### config.mk
export PLATFORM = sky130hd
export DESIGN_NAME = fifo_rd_stream
export DESIGN_NICKNAME = d
export VERILOG_FILES = /design/src/rtl/fifo_rd_stream_pkg.sv /design/src/rtl/fifo_rd_stream.sv
export SDC_FILE = /design/constraint.sdc
export NUM_CORES = 1
export LEC_CHECK = 0
export ABC_AREA = 1
export BUFFER_PORTS_ARGS = -buffer_cell sky130_fd_sc_hd__buf_2
export CORE_ASPECT_RATIO = 1.25
export CORE_MARGIN = 8
export CORE_UTILIZATION = 48
export DETAILED_ROUTE_END_ITERATION = 12
export PLACE_DENSITY = 0.75
export SYNTH_ARGS = -nofsm -noshare
export SYNTH_HDL_FRONTEND = slang
export SYNTH_SLANG_ARGS = --single-unit
### constraint.sdc
create_clock -name rclk -period 1.3 [get_ports rclk]
set_clock_uncertainty 0.05 [all_clocks]
set_input_delay 0.195 -clock rclk [delete_from_list [all_inputs] [get_ports rclk]]
set_output_delay 0.195 -clock rclk [all_outputs]
set_load 0.1 [all_outputs]
### src/rtl/fifo_rd_stream_pkg.sv
// Shared async-FIFO definitions: read-stage occupancy encoding and default word width.
package fifo_rd_stream_pkg;

    localparam int unsigned DSIZE_DEF = 8;

    typedef enum logic [1:0] {
        ST_EMPTY = 2'd0,
        ST_ONE   = 2'd1,
        ST_TWO   = 2'd2
    } occ_e;

endpackage

### src/rtl/fifo_rd_stream.sv
// Read-side drain stage: pops the async FIFO into a 2-entry buffer and presents it
// as a valid/ready stream so memory read timing is decoupled from m_ready.
module fifo_rd_stream
    import fifo_rd_stream_pkg::*;
#(
    parameter int unsigned DSIZE = DSIZE_DEF,
    parameter int unsigned CNTW  = 16
) (
    input  logic             rclk,
    input  logic             rrst_n,
    input  logic             rempty,
    input  logic [DSIZE-1:0] rdata,
    input  logic             rflush,
    output logic             rinc,
    output logic             m_valid,
    input  logic             m_ready,
    output logic [DSIZE-1:0] m_data,
    output logic [CNTW-1:0]  rcount
);

    occ_e             state_q;
    logic             m_valid_q;
    logic [DSIZE-1:0] e0_q;
    logic [DSIZE-1:0] e1_q;
    logic [CNTW-1:0]  rcount_q;

    logic push;
    logic pop;

    // Pop request depends only on registered occupancy, never on m_ready.
    assign rinc = rrst_n & ~rempty & ~rflush & (state_q != ST_TWO);
    assign push = rinc;
    assign pop  = m_valid_q & m_ready;

    assign m_valid = m_valid_q;
    assign m_data  = e0_q;
    assign rcount  = rcount_q;

    always_ff @(posedge rclk or negedge rrst_n) begin
        if (!rrst_n) begin
            state_q   <= ST_EMPTY;
            m_valid_q <= 1'b0;
            e0_q      <= '0;
            e1_q      <= '0;
            rcount_q  <= '0;
        end else begin
            if (pop) begin
                rcount_q <= rcount_q + CNTW'(1);
            end
            // Flush drops buffered words only; entry contents are simply abandoned.
            if (rflush) begin
                state_q   <= ST_EMPTY;
                m_valid_q <= 1'b0;
            end else begin
                case (state_q)
                    ST_EMPTY: begin
                        if (push) begin
                            state_q   <= ST_ONE;
                            m_valid_q <= 1'b1;
                            e0_q      <= rdata;
                        end
                    end
                    ST_ONE: begin
                        if (push && !pop) begin
                            state_q <= ST_TWO;
                            e1_q    <= rdata;
                        end else if (push) begin
                            e0_q <= rdata;
                        end else if (pop) begin
                            state_q   <= ST_EMPTY;
                            m_valid_q <= 1'b0;
                        end
                    end
                    ST_TWO: begin
                        if (pop) begin
                            state_q <= ST_ONE;
                            e0_q    <= e1_q;
                        end
                    end
                    default: begin
                        state_q   <= ST_EMPTY;
                        m_valid_q <= 1'b0;
                    end
                endcase
            end
        end
    end

endmodule

==> results.toml, run 1 <==
[logic_synthesis]
ys_seq_area_share_pct = 49.8
synthesis.nets = 216
synth_edf_count = 0
synth_area_per_inst_um2 = 8.70
netlist_instances = 202
async_flop_share_pct = 100
synth_cell_type_count = 27
synth-warning-count = 0
synth_commonest_cells = "66 x nand2_1, 35 x dfrtp_1, 22 x inv_1"
ys.flop_type = "dfrtp_1"
synth_top_area_cell = "dfrtp_1"
most_common_cell_in_the_netlist = "nand2_1"
post_synth_design_cell_area_mm2 = 0.00176
synthTopCellsByArea = "dfrtp_1 50%, nand2_1 14%, inv_1 4.7%"
synthDominantCellAreaShare_pct = 49.8
synth-seq-cells = 35

[power]
power.switching_fraction_pct = 43.8
power.ir.vdd_worst_v = 0.00335
switching_power_mw = 2.86
clk_network_pwr_share_pct = 17.9
power_density_mw_per_mm2 = 2120
internal_power_mw = 3.67
cellLeakagePower_nw = 1.55
power.combinational.fraction_pct = 55.4
p_seq_share_pct = 26.7

[routing]
post_drt_wl_per_cell_um = 16.3
route.detailed.vias_per_inst = 5.22
route.vias.total = 1703
first_iter_violations = 76
drtPass1Iterations = 4
remaining_drc_errors = 0
drt-total-wl_um = 5300
ant_nets = 0

[sta]
setup_slack_ns = -0.171
fin_tns_setup_ns = -3.40
maxSlewViolCount = 0
rsz0062_at_grt = "yes"
final-setup-viol-count = 37
fmax_mhz = 680
finalCritPeriodShare_pct = 113
tightestPinTransition_ns = 0.454
finalWorstPathRequiredPeriod_ns = 1.47
finalHoldWorstSlack_ns = 0.108
worst_slew_margin_rel_pct = 69.7
timing_hold_violations_final = 0

[cells_and_area]
post_layout_net_count = 300
layout-area-overhead-vs-synth_pct = 75.6
postLayoutCoreUtil_pct = 87.9
layout.cell_area.non_filler_mm2 = 0.00309
num_antenna_cells = 0
layout-drive-gt1-share_pct = 54.7

[cts]
tritoncts_clock_tree = "done"
clock_tree.root_cell = "clkbuf_8"
cts-htree-levels = 2
cts.reportedPaths.clkPinSlew_ns = 0.07
clock_sinks = 35
cts_made_buffers = 5
clock_tree.buffer_depth = 2
worst_skew_pair.late_latency_ns = 0.29

[min_path]
timing.hold.worst_path_depth = 3
type_of_the_most_critical_hold_path = "in -> reg"
worstHoldStart = "rdata[0]"

[floorplanning]
initial_utilization_pct = 50.0
core_area_mm2 = 0.00351
top_level_ports = 39
die_height_um = 83.7
die_w_um = 70.1
dieArea_mm2 = 0.00587
core.rowCount = 24

[place]
count_of_buffers_inserted_at_the_top_level_ports = 38
pre_cts_ws_ns = -0.100
postPlaceCellArea_mm2 = 0.00265
dp_hpwl_um = 3130
place_congestion = 0.847

[setup_path]
worst_r2r_path_depth = 8
critPathCaptureType = "output pin"
critPathRequiredTime_ns = 1.05
timing.critical_path.from_type = "flip-flop"
timing.critical_path.from = "state_q[0]"
critPathMaxFanout = 3
r2r_start = "rcount[0]"
timing.critical_path.arrival_ns = 1.23
timing.setup.critical_path_class = "reg -> out"

[global_routing]
grt_max_degree = 36
grt_total_ovfl = 0
grt_first_pass_wirelength_um = 7910
global_route.usage.total_pct = 16.7
grt_pass1_vias = 1720
grt_antenna_before_repair = 0

[run_status]
failed_checks = "negative setup slack"
run_status = "complete, but fails checks"

[flow_run]
drv.max_cap_violation_count = 0
sequential cells by signal, indices dropped and copies added, names as in the netlist:
signal,cells
rcount,16
e1_q,8
m_data,8
state_q,2
m_valid,1
path summary, 6_finish.rpt:
path                         endpoint  slack [ns]
max                              rinc       -0.17
min                           e1_q[0]        0.11
max reg2reg                rcount[14]       -0.16
min reg2reg                   e1_q[0]        0.45
max in group asynchronous   rcount[6]        0.39
min in group asynchronous  rcount[15]        0.45
layout make-up:
type / instances / area, um^2
timing repair buffer: 78 / 968
inverter: 26 / 110
fill: 155 / 427
clock buffer: 6 / 72.6
tap: 39 / 48.8
multi-input combinational: 140 / 911
sequential: 35 / 916
clock inverter: 2 / 60.1
power groups by stage:
stage,logic (mW),clock network (mW),registers (mW)
finish,3.62,1.17,1.74
global route,3.79,1.23,1.77
CTS,3.43,1.18,1.73
detailed placement,3.18,0,1.73
global placement,3.11,0,1.72
floorplan,0.663,0,2.95
layer usage:
metal	up-vias	share of wire, %	track usage, %
met5	-	0	0
met4	0	3.5	6.96
met3	20	4.1	5.48
met2	52	57	31.5
met1	833	36	16.0
li1	798	-	-
per-stage QoR:
stage | power (mW) | std cells
6_report | 6.53 | 326
3_5_place_dp | 4.92 | 299
2_1_floorplan | 3.62 | 202
4_1_cts | 6.34 | 319
5_1_grt | 6.79 | 326
3_3_place_gp | 4.83 | 299
critical path, cell delays in order, from the launching register on:
cell	delay (ns)
dfrtp_1	0.39
inv_2	0.09
nand2_4	0.06
inv_4	0.08
nor2_4	0.04
buf_6	0.12
buf_12	0.15
repair_timing:
action / 4_1_cts / 5_1_grt
pin swaps: 11 / 8
endpoints found under the hold margin: 35 / 0
hold buffers: 1 / 0
endpoints found under the setup margin: 29 / 36
buffers inserted: 11 / 4
gates resized for setup: 15 / 25
cloned: 0 / 3
logic make-up (layout without fill, tap and decap cells):
group / after synthesis / in the layout / synth area share (%)
xor gates and xnor gates: 10 / 10 / 5.41
adders and majority gates: 1 / 1 / 0.712
buffers and inverters: 28 / 112 / 6.69
AOI/OAI and AO/OA: 22 / 22 / 6.33
and+or+nand+nor: 106 / 107 / 31.0
DFF: 35 / 35 / 49.8
placed cells by master (no fill, tap or decap), types with 6 or more instances in the layout:
cell type and n:
xnor2_1 6, dfrtp_2 8, buf_4 26, buf_2 12
nor2_2 8, o21ai_0 8, dfrtp_1 19, nand2_1 56
inv_1 19, nor2_4 6, dfrtp_4 8, buf_6 10
nand2_2 12, a21oi_2 7, buf_12 27
(Power assumes the default switching activity.)
==> run 2, diff against run 1 <==
--- a/config.mk
+++ b/config.mk
@@ -11,7 +11,7 @@
 export CORE_MARGIN = 8
 export CORE_UTILIZATION = 48
 export DETAILED_ROUTE_END_ITERATION = 12
-export PLACE_DENSITY = 0.75
+export PLACE_DENSITY_LB_ADDON = 0.12
 export SYNTH_ARGS = -nofsm -noshare
 export SYNTH_HDL_FRONTEND = slang
 export SYNTH_SLANG_ARGS = --single-unit
==> results.toml, run 2 (synthesized netlist as in run 1, its figures left out) <==
[cts]
clock_tree.buffer_depth = 2
clock_sinks = 35
tritoncts_clock_tree = "done"
cts_made_buffers = 5
clock_tree.root_cell = "clkbuf_8"
worst_skew_pair.late_latency_ns = 0.29
cts.reportedPaths.clkPinSlew_ns = 0.08
cts-htree-levels = 2

[cells_and_area]
postLayoutCoreUtil_pct = 92.0
post_layout_net_count = 308
layout-drive-gt1-share_pct = 59.0
num_antenna_cells = 0
largest_register_ffs = 16
layout-area-overhead-vs-synth_pct = 83.9
layout.cell_area.non_filler_mm2 = 0.00323
fillCellCount = 122
most-common-layout-cells = "51 x nand2_1, 30 x buf_4, 27 x buf_12, 19 x inv_1, 19 x dfrtp_1"
final_common_cell = "nand2_1"

[sta]
tightestPinTransition_ns = 0.449
maxSlewViolCount = 0
setup_slack_ns = -0.217
final-setup-viol-count = 38
rsz0062_at_grt = "yes"
timing_hold_violations_final = 0
finalCritPeriodShare_pct = 117
finalWorstPathRequiredPeriod_ns = 1.52
worst_slew_margin_rel_pct = 70.1
fmax_mhz = 659

[floorplanning]
core_area_mm2 = 0.00351
die_w_um = 70.1
dieArea_mm2 = 0.00587
core.rowCount = 24
initial_utilization_pct = 50.0
top_level_ports = 39
die_height_um = 83.7

[power]
cellLeakagePower_nw = 1.60
power.ir.vdd_worst_v = 0.00296
power_density_mw_per_mm2 = 2080
total_power_mw = 6.73

[setup_path]
critPathRequiredTime_ns = 1.47
timing.critical_path.from_type = "flip-flop"
timing.critical_path.arrival_ns = 1.69
critPathCaptureType = "flip-flop"
timing.setup.critical_path_class = "reg -> reg"
critPathMaxFanout = 5
timing.reg2reg.setup_slack_ns = -0.22

[global_routing]
global_route.usage.total_pct = 17.3
grt_max_degree = 36
grt_first_pass_wirelength_um = 8270
grt_antenna_before_repair = 0
grt_pass1_vias = 1774
grt_total_ovfl = 0

[routing]
route.detailed.vias_per_inst = 5.25
first_iter_violations = 86
ant_nets = 0
drtPass1Iterations = 4
post_drt_wl_per_cell_um = 17.9
drt-total-wl_um = 5990
remaining_drc_errors = 0
route.vias.total = 1752

[place]
postPlaceCellArea_mm2 = 0.00267
place_congestion = 0.883
dp_hpwl_um = 3200
count_of_buffers_inserted_at_the_top_level_ports = 38

[min_path]
type_of_the_most_critical_hold_path = "in -> reg"

[run_status]
failed_checks = "negative setup slack"
run_status = "complete, but fails checks"

[flow_run]
drv.max_cap_violation_count = 0
run 2: path summary, 6_finish.rpt:
path / startpoint / end / depth (start not counted)
setup reg to reg: rcount[1] / rcount[14] / 7
max in group asynchronous: rrst_n / rcount[6] / 3
setup / recovery: rcount[1] / rcount[14] / 7
hold reg to reg: e1_q[7] / e1_q[7] / 2
hold / removal: rdata[1] / e1_q[1] / 3
min in group asynchronous: rrst_n / rcount[4] / 3
run 2: critical path, stage by stage, from the launching register on:
cell	delay, ns
dfrtp_4	0.45
ha_4	0.15
inv_4	0.04
nor2_4	0.07
nand4_1	0.18
nor2_4	0.23
nand4_1	0.16
nand2_1	0.12
run 2: where the power goes:
| part | switching [mW] | internal, mW |
|---|---|---|
| Sequential | 0.289 | 1.46 |
| Clock | 0.409 | 0.765 |
| Combinational | 2.26 | 1.56 |
run 2: per-layer routing:
metal	GRT usage, %	wire length, um	share of wire (%)	vias to the layer above
li1	-	-	-	821
met1	17.1	2300	38	856
met2	32.3	3290	55	59
met3	4.64	251	4.2	16
met4	7.51	148	2.5	0
met5	0	0	0	-
run 2: layout make-up:
| cell class | count | area, um^2 | share of cell area, % |
|---|---|---|---|
| repair buffers | 86 | 1030 | 31.8 |
| multi-input cells | 140 | 985 | 30.5 |
| flip-flops and latches | 35 | 916 | 28.3 |
| inverters | 26 | 118 | 3.64 |
| clock buffers | 5 | 68.8 | 2.13 |
| clock inverters | 3 | 67.6 | 2.09 |
| well taps | 39 | 48.8 | 1.51 |
run 2: repair_timing:
item                                    CTS  global route
setup buffers                            16             8
endpoints found under the setup margin   32            39
hold buffers                              1             0
resized for setup                        36            29
pin swaps                                15            14
cloned                                    1             1
hold endpoints to repair                 35             0
run 2: stage by stage:
step / TNS [ns] / worst slack, ns / hold slack [ns] / instances
4_1_cts: -1.10 / -0.141 / 0.101 / 327
3_5_place_dp: -1.05 / -0.118 / 0.236 / 302
2_1_floorplan: -9.71 / -0.450 / -0.151 / 202
6_report: -3.06 / -0.217 / 0.114 / 334
5_1_grt: -4.74 / -0.272 / 0.107 / 334
3_3_place_gp: -0.358 / -0.0626 / 0.241 / 302
